## config.mk

```make
export PLATFORM = sky130hd
export DESIGN_NAME = bcd_timer_ctrl
export DESIGN_NICKNAME = d
export VERILOG_FILES = /design/src/rtl/bcd_timer_ctrl.sv
export SDC_FILE = /design/constraint.sdc
export NUM_CORES = 1
export LEC_CHECK = 0
export BUFFER_PORTS_ARGS = -buffer_cell sky130_fd_sc_hd__buf_2
export CAP_MARGIN = 30
export CORE_MARGIN = 1
export CORE_UTILIZATION = 40
export CTS_CLUSTER_DIAMETER = 30
export DETAILED_ROUTE_END_ITERATION = 16
export HOLD_SLACK_MARGIN = 0.08
export PLACE_DENSITY = 0.7
export SETUP_SLACK_MARGIN = 0.05
export SLEW_MARGIN = 15
export SYNTH_ARGS = -nofsm -noshare
export SYNTH_HDL_FRONTEND = slang
export SYNTH_SLANG_ARGS = --single-unit
```

## constraint.sdc

```tcl
create_clock -name clk -period 3.4 [get_ports clk]
set_clock_uncertainty 0.1 [all_clocks]
set_input_delay 0.17 -clock clk [delete_from_list [all_inputs] [get_ports clk]]
set_output_delay 0.17 -clock clk [all_outputs]
set_load 0.05 [all_outputs]
```

## src/rtl/bcd_timer_ctrl.sv

```systemverilog
// rtl/bcd_timer_ctrl.sv - four-digit BCD up/down timer with prescaled tick and run/pause/done control
// Optional macro AUTO_RELOAD_EN: reload the preset at the terminal count instead of stopping in DONE.
module bcd_timer_ctrl #(
  parameter int DIV = 50000,
  parameter int PW  = 20
) (
  input  logic        clk,
  input  logic        clr,
  input  logic        start,
  input  logic        stop,
  input  logic        up,
  input  logic        load,
  input  logic [15:0] preset,
  output logic [15:0] q,
  output logic [1:0]  state,
  output logic        tick,
  output logic        done
);

  localparam logic [1:0]    IDLE  = 2'd0;
  localparam logic [1:0]    RUN   = 2'd1;
  localparam logic [1:0]    PAUSE = 2'd2;
  localparam logic [1:0]    DONE  = 2'd3;
  localparam logic [PW-1:0] PMAX  = PW'(DIV - 1);

  logic [1:0]    state_nxt;
  logic [PW-1:0] presc;
  logic          dir;
  logic          entry;
  logic [15:0]   preset_sat;
  logic          wrap;
  logic          at_term;
  logic          run_go;
  logic          term_hit;
`ifdef AUTO_RELOAD_EN
  logic [15:0]   preset_latch;
`endif

  function automatic logic [15:0] sat_bcd(input logic [15:0] v);
    logic [15:0] r;
    r = v;
    for (int i = 0; i < 4; i++)
      if (v[i*4 +: 4] > 4'd9) r[i*4 +: 4] = 4'd9;
    return r;
  endfunction

  // One decimal step with ripple carry/borrow; callers never step past 9999/0000.
  function automatic logic [15:0] bcd_step(input logic [15:0] v, input logic inc);
    logic [15:0] r;
    logic        c;
    r = v;
    c = 1'b1;
    for (int i = 0; i < 4; i++) begin
      if (c) begin
        if (inc) begin
          if (v[i*4 +: 4] == 4'd9) r[i*4 +: 4] = 4'd0;
          else begin
            r[i*4 +: 4] = v[i*4 +: 4] + 4'd1;
            c = 1'b0;
          end
        end else begin
          if (v[i*4 +: 4] == 4'd0) r[i*4 +: 4] = 4'd9;
          else begin
            r[i*4 +: 4] = v[i*4 +: 4] - 4'd1;
            c = 1'b0;
          end
        end
      end
    end
    return r;
  endfunction

  assign preset_sat = sat_bcd(preset);
  assign wrap       = (presc == PMAX);
  assign at_term    = dir ? (q == 16'h9999) : (q == 16'h0000);
  assign run_go     = (state == RUN) && !stop;
  // Terminal reached either by a tick or by entering RUN already sitting on it.
  assign term_hit   = run_go && at_term && (wrap || entry);

  always_ff @(posedge clk or posedge clr) begin
    if (clr) state <= IDLE;
    else     state <= state_nxt;
  end

  always_comb begin
    state_nxt = state;
    case (state)
      IDLE:  if (start) state_nxt = RUN;
      RUN: begin
        if (stop) state_nxt = PAUSE;
`ifndef AUTO_RELOAD_EN
        else if (term_hit) state_nxt = DONE;
`endif
      end
      PAUSE: begin
        if (stop)       state_nxt = IDLE;
        else if (start) state_nxt = RUN;
      end
      DONE:  if (stop || load) state_nxt = IDLE;
      default: state_nxt = IDLE;
    endcase
  end

  always_comb begin
    tick = run_go && wrap;
`ifdef AUTO_RELOAD_EN
    done = term_hit;
`else
    done = (state == DONE);
`endif
  end

  always_ff @(posedge clk or posedge clr) begin
    if (clr) begin
      q     <= 16'h0000;
      presc <= '0;
      dir   <= 1'b1;
      entry <= 1'b0;
    end else begin
      entry <= (state == IDLE) && start;
      case (state)
        IDLE: begin
          if (load) q <= preset_sat;
          if (start) begin
            presc <= '0;
            dir   <= up;
          end
        end
        RUN: begin
          if (!stop) begin
            presc <= wrap ? '0 : presc + 1'b1;
            if (term_hit) begin
`ifdef AUTO_RELOAD_EN
              q <= preset_latch;
`endif
            end else if (wrap) begin
              q <= bcd_step(q, dir);
            end
          end
        end
        DONE: if (load) q <= preset_sat;
        default: ;
      endcase
    end
  end

`ifdef AUTO_RELOAD_EN
  always_ff @(posedge clk or posedge clr) begin
    if (clr) preset_latch <= 16'h0000;
    else if (load && (state == IDLE || state == DONE)) preset_latch <= preset_sat;
  end
`endif

endmodule

```

# After elaboration in Yosys (flattened, before gate mapping)
# Cells that the tools add are included.
# word_totals
ff_bits	40
inputBits	22
out_inout_bits	20
elab_cells	122
# op_classes
addsub	9
n_lt_le_gt_ge	4
eq_ne	19
mux	58
n_reduce_logical	24
# op_table
operator	n
$mux W4	19
$mux W16	4
$mux W20	3
$pmux W20 S2	1
$pmux W16 S2	1
$mux W1	24
$add A20 B1 Y20 const B	1
$eq A20 B16 Y1 const B	1
$reduce_and A6 Y1	3
$add A4 B1 Y4 const B	4
$eq A16 B16 Y1 const B	1
$eq A4 B4 Y1 const B	4
$gt A4 B4 Y1 const B	4
$logic_not A16 Y1	1
$logic_not A4 Y1	4
$sub A4 B1 Y4 const B	4
$mux W2	5
$ne A2 B1 Y1 const B	5
$ne A2 B2 Y1 const B	4
$pmux W2 S4	1
$logic_and A1 B1 Y1	5
$reduce_and A5 Y1	1
$eq A2 B2 Y1 const B	2
$reduce_and A2 Y1	2
8 further kinds	10

# Logic depth before layout (Yosys ltp)
# depth
ltp_word	22
mapped_depth	8
ltp_nobuf	8

# Worst setup path after synthesis
# OpenSTA, ideal clock, no wires.
# synth_timing
path_kind	register to register
start	register q[9]
end	register q[11]
setup_time_ps	125
t_arrival_ps	2600
t_required_ps	3175
setup_slack_ps	575
stages_incl_launch_ff	9
path_buffers	2
period_less_slack_ps	2825
cell_sequence	dfrtp_1 -> buf_2 -> or4b_1 -> nor3_1 -> a31oi_1 -> a2111o_1 -> and4b_1 -> buf_6 -> mux2_4
# synth_via
elab_chain_len	8
elab_cells_between_ends	19
cone_classes	add/sub: 2; eq/ne: 3; mux: 9; reduce/logical: 5
# synth_lines
element	line_no	text
start: declaration	14	output logic [15:0] q,
start signal: assignment	123	if (load) q <= preset_sat;
start signal: assignment	137	q <= bcd_step(q, dir);
start signal: assignment	141	DONE: if (load) q <= preset_sat;
$sub A4 B1 Y4, or another cell as far along	64	r[i*4 +: 4] = v[i*4 +: 4] - 4'd1;
$mux W4 (on tied branches)	62, 56	
$mux W4	55	if (inc) begin
$mux W4	54	if (c) begin
$mux W16	136	end else if (wrap) begin
$mux W16	132	if (term_hit) begin
$mux W16	130	if (!stop) begin
$pmux W16 S2	121	case (state)
# Parallel ways exist; a longest one is shown, timed or not. The select of a mux whose other input is x is not followed.
# A chain may end at the register's enable or synchronous reset.

# Final worst setup path
# layout_timing
start	register dir
end	register q[4]
# layout_via
elab_chain_len	7
elab_cells_between_ends	17
cone_classes	eq/ne: 2; mux: 12; reduce/logical: 3
# layout_lines
element	line_no	text
start: declaration	28	logic dir;
start signal: assignment	126	dir <= up;
$mux W1	55	
$mux W1	136	
$mux W1	132	
$mux W1	130	
$mux W1	121	
$ne A2 B1 Y1 (no source line)	n/a	
$reduce_and A6 Y1 (no source line)	n/a	
# Parallel ways exist; a longest one is shown, timed or not. The select of a mux whose other input is x is not followed.

==> run metrics <==
CP max FO=slightly above 40; placed cell count=470; status=finished clean; Logic pwr share=around three fifths; Final GP Congestion=0.840; Min Hold Slack=about 0.10 ns; worst setup path category=flop to flop; Worst Setup End Kind=flop; CP endpoint=q[4]; Boundary Pins=42; Finish-stage setup viols=0; Layout Cells excl Fill=480; critical path depth=6; Post-Layout Inst Area=between 0.003 and 0.004 sq mm; Crit-path slowest cell=or4_1; Worst Tran Pin Value=approximately 0.66 ns; max incr delay on CP=0.62 ns; Post-synth EDFFs=0; TritonCTS clock tree=yes; Critical Path Source=dir; initial antenna violation count=0; total net switching power=0.00157 W; reg2reg path depth=6; worst reg2reg setup slack=0.55 ns; Worst-path clk slew=about 0.080 ns; peak supply drop=around 0.64 mV; Int Power=around 0.0015 W; Post-DRT Antenna Nets=0; Syn Nets=approximately 380; switch share=51.7%; Max Slew Vio Count=0; CTS root buffer=clkbuf_8; die height=between 80 and 90 um; 1st-pass router iterations=4; Fmax=approximately 0.35 GHz; worst path required time=roughly 3.5 ns; Nets=just over 400; grt ovf=0; DR vias=2,606; Util after Layout=46.8%; core area=between 0.006 and 0.007 sq mm; Synthesis Warnings=0; startpoint types=flop; RSZ-0062 raised after global routing=no; Routed WL=around 6500 um; Total Neg Setup Slack=0 ns; Layout area overhead=11.3%; layout cells sized above 1=17.7%; Port Buffers=~40; Slew HR=between 50% and 60%; Initial Utilization=between 40 and 50%; Tcrit/Tclk final=83.8%; clock network fraction of total power=between 10% and 20%; HPWL Detailed=between 4000 and 5000 um; Max-Cap Viols=0; die width=approximately 87 um; GRT Total Usage=between 15 and 20%; flops & latches, synth=40; Die ar.=around 0.0076 sq mm; reg2reg end=q[4]; vias in the first global route=2,425; Yosys cell types=between 50 and 60; Lkg Pwr=approximately 1.4 nW; vias per cell=about 5.4; fin crit period=between 2 and 3 ns; worst r2r src=dir; Mean Syn Cell Area=between 8 and 9 sq um; # DRC=0; Arr. time, crit path=2.93 ns; CTS Buf Count=5; WL/cell=roughly 14 um; cells along the critical path=or4_1 > nor2_1 > a31oi_1 > a2111o_1 > and4b_1 > mux2_4; PwrDens=between 900 and 1000 mW/mm^2; Clock Path Buffers=2; Sink Count=40; diode count=0; H-tree depth=2; Post-DP Area=between 0.003 and 0.004 sq mm; Main synth FF type=dfrtp_1; sequential share of the synthesized area=34.5%; Hold Crit Class=primary input to flop; Skew-Pair Late Insertion Delay=around 0.29 ns; sequential fraction of design power=a little under a third; largest net degree at the start of global routing=42; final hold vios=0; ys async rst share=100%; Rows=30; first-pass GRT wire length=11,000 um; Netlist Area Pre-Place=0.00290 sq mm; delay-heaviest family, CP=simple AND/OR/NAND/NOR gates; Worst Path Buf+Inv=0; DRT iter0 DRCs=around 170; post-synthesis cell count=between 300 and 400
==> stage by stage <==
stage	total power [W]	worst slack [ns]
after floorplan	0.00242	0.575
after global placement	0.00269	0.637
after detailed placement	0.00272	0.575
after CTS	0.00304	0.565
after global routing	0.00327	0.400
final	0.00303	0.551
==> cells in the mapped netlist (3+ instances only) <==
master | instances | area, sq um
a21oi_1 | 15 | 75.1
mux2_4 | 9 | 135
a22oi_1 | 7 | 52.6
xor2_1 | 5 | 43.8
and3_1 | 6 | 37.5
nand3_1 | 18 | 90.1
nor2_1 | 51 | 191
xnor2_1 | 15 | 131
o221ai_1 | 3 | 26.3
buf_1 | 3 | 11.3
and2_1 | 5 | 31.3
a22o_1 | 3 | 26.3
nor4_1 | 6 | 37.5
dfrtp_1 | 39 | 976
ha_1 | 5 | 62.6
o21ai_0 | 26 | 130
clkbuf_1 | 9 | 33.8
a31oi_1 | 4 | 25.0
buf_6 | 3 | 33.8
nand2_1 | 32 | 120
o22ai_1 | 3 | 18.8
buf_2 | 5 | 25.0
mux2i_1 | 9 | 90.1
inv_1 | 17 | 63.8
nor3_1 | 13 | 65.1
==> what timing repair did <==
| action | CTS | global route |
|---|---|---|
| hold buffers | 2 | 0 |
| endpoints found under the setup margin | 0 | 0 |
| setup buffers | 0 | 0 |
| hold endpoints to repair | 40 | 0 |
| gates resized for setup | 0 | 0 |
==> cells in the final DEF, fill, tap and decap left out, types with 2 or more instances in the layout <==
cell	n
a211oi_1	2
a21oi_1	15
a221oi_1	2
a22o_1	3
a22oi_1	7
a311oi_1	2
a31oi_1	4
a32o_1	2
and2_1	5
and3_1	6
and4b_1	2
buf_2	41
buf_4	4
clkbuf_1	2
clkbuf_8	5
dfrtp_1	39
dlygate4sd3_1	2
ha_1	5
inv_1	17
mux2_2	2
mux2_4	9
mux2i_1	9
nand2_1	32
nand3_1	18
nand3b_1	2
nand4_1	2
nor2_1	51
nor3_1	13
nor3b_1	2
nor4_1	6
o21ai_0	26
o221ai_1	3
o22ai_1	3
or3_1	2
or4b_1	2
xnor2_1	15
xor2_1	5
==> flip-flops by register name (all words and copies together), names as in the netlist <==
signal	flops
q	16
presc	20
dir	1
state	2
entry	1
==> power groups by stage <==
stage / Sequential, W / Combinational, W / Clock [W]
4_1_cts: 0.000934 / 0.00179 / 0.000317
3_3_place_gp: 0.000935 / 0.00176 / 0
6_report: 0.000937 / 0.00179 / 0.000307
5_1_grt: 0.000978 / 0.00195 / 0.000337
3_5_place_dp: 0.000942 / 0.00178 / 0
2_1_floorplan: 0.00106 / 0.00137 / 0
==> layout make-up <==
class,instances,area [sq um]
inverters,17,63.8
fillers,700,3670
clock buffers,7,76.3
clock inverters,1,5.00
flip-flops and latches,40,1000
multi-input cells,272,1710
well taps,96,120
repair buffers,47,255
==> worst min path at each step <==
stage	slack, ns	cells after the start	startpoint	to
after global placement	0.23	3	clr	q[14]
after CTS	0.10	3	preset[6]	q[6]
final	0.10	3	preset[6]	q[6]
after global routing	0.11	2	start	entry
after floorplan	0.18	2	up	dir
after detailed placement	0.23	3	clr	q[14]
==> metal layers <==
metal / GRT usage (%) / vias up / part of all wire, %
met2: 27.9 / 66 / 46
met3: 3.98 / 9 / 4.1
met5: 0 / - / 0
met1: 25.0 / 1218 / 48
li1: - / 1313 / -
met4: 5.96 / 0 / 1.5
==> tightest hold or removal path: stages <==
cell and delay, ns:
buf_2 0.09, a22oi_1 0.07, mux2i_1 0.12
==> cell families (layout without fill, tap and decap cells) <==
family	count (synthesis)	count (layout)	synth area share, %
buf+inv	40	72	6.59
xor+xnor	20	20	6.03
compound gates	76	76	16.7
fa+ha+maj	5	5	2.15
flops	40	40	34.5
simple gates	151	151	25.5
mux	20	20	8.53
Note: power is estimated with default switching activity, not from simulation.
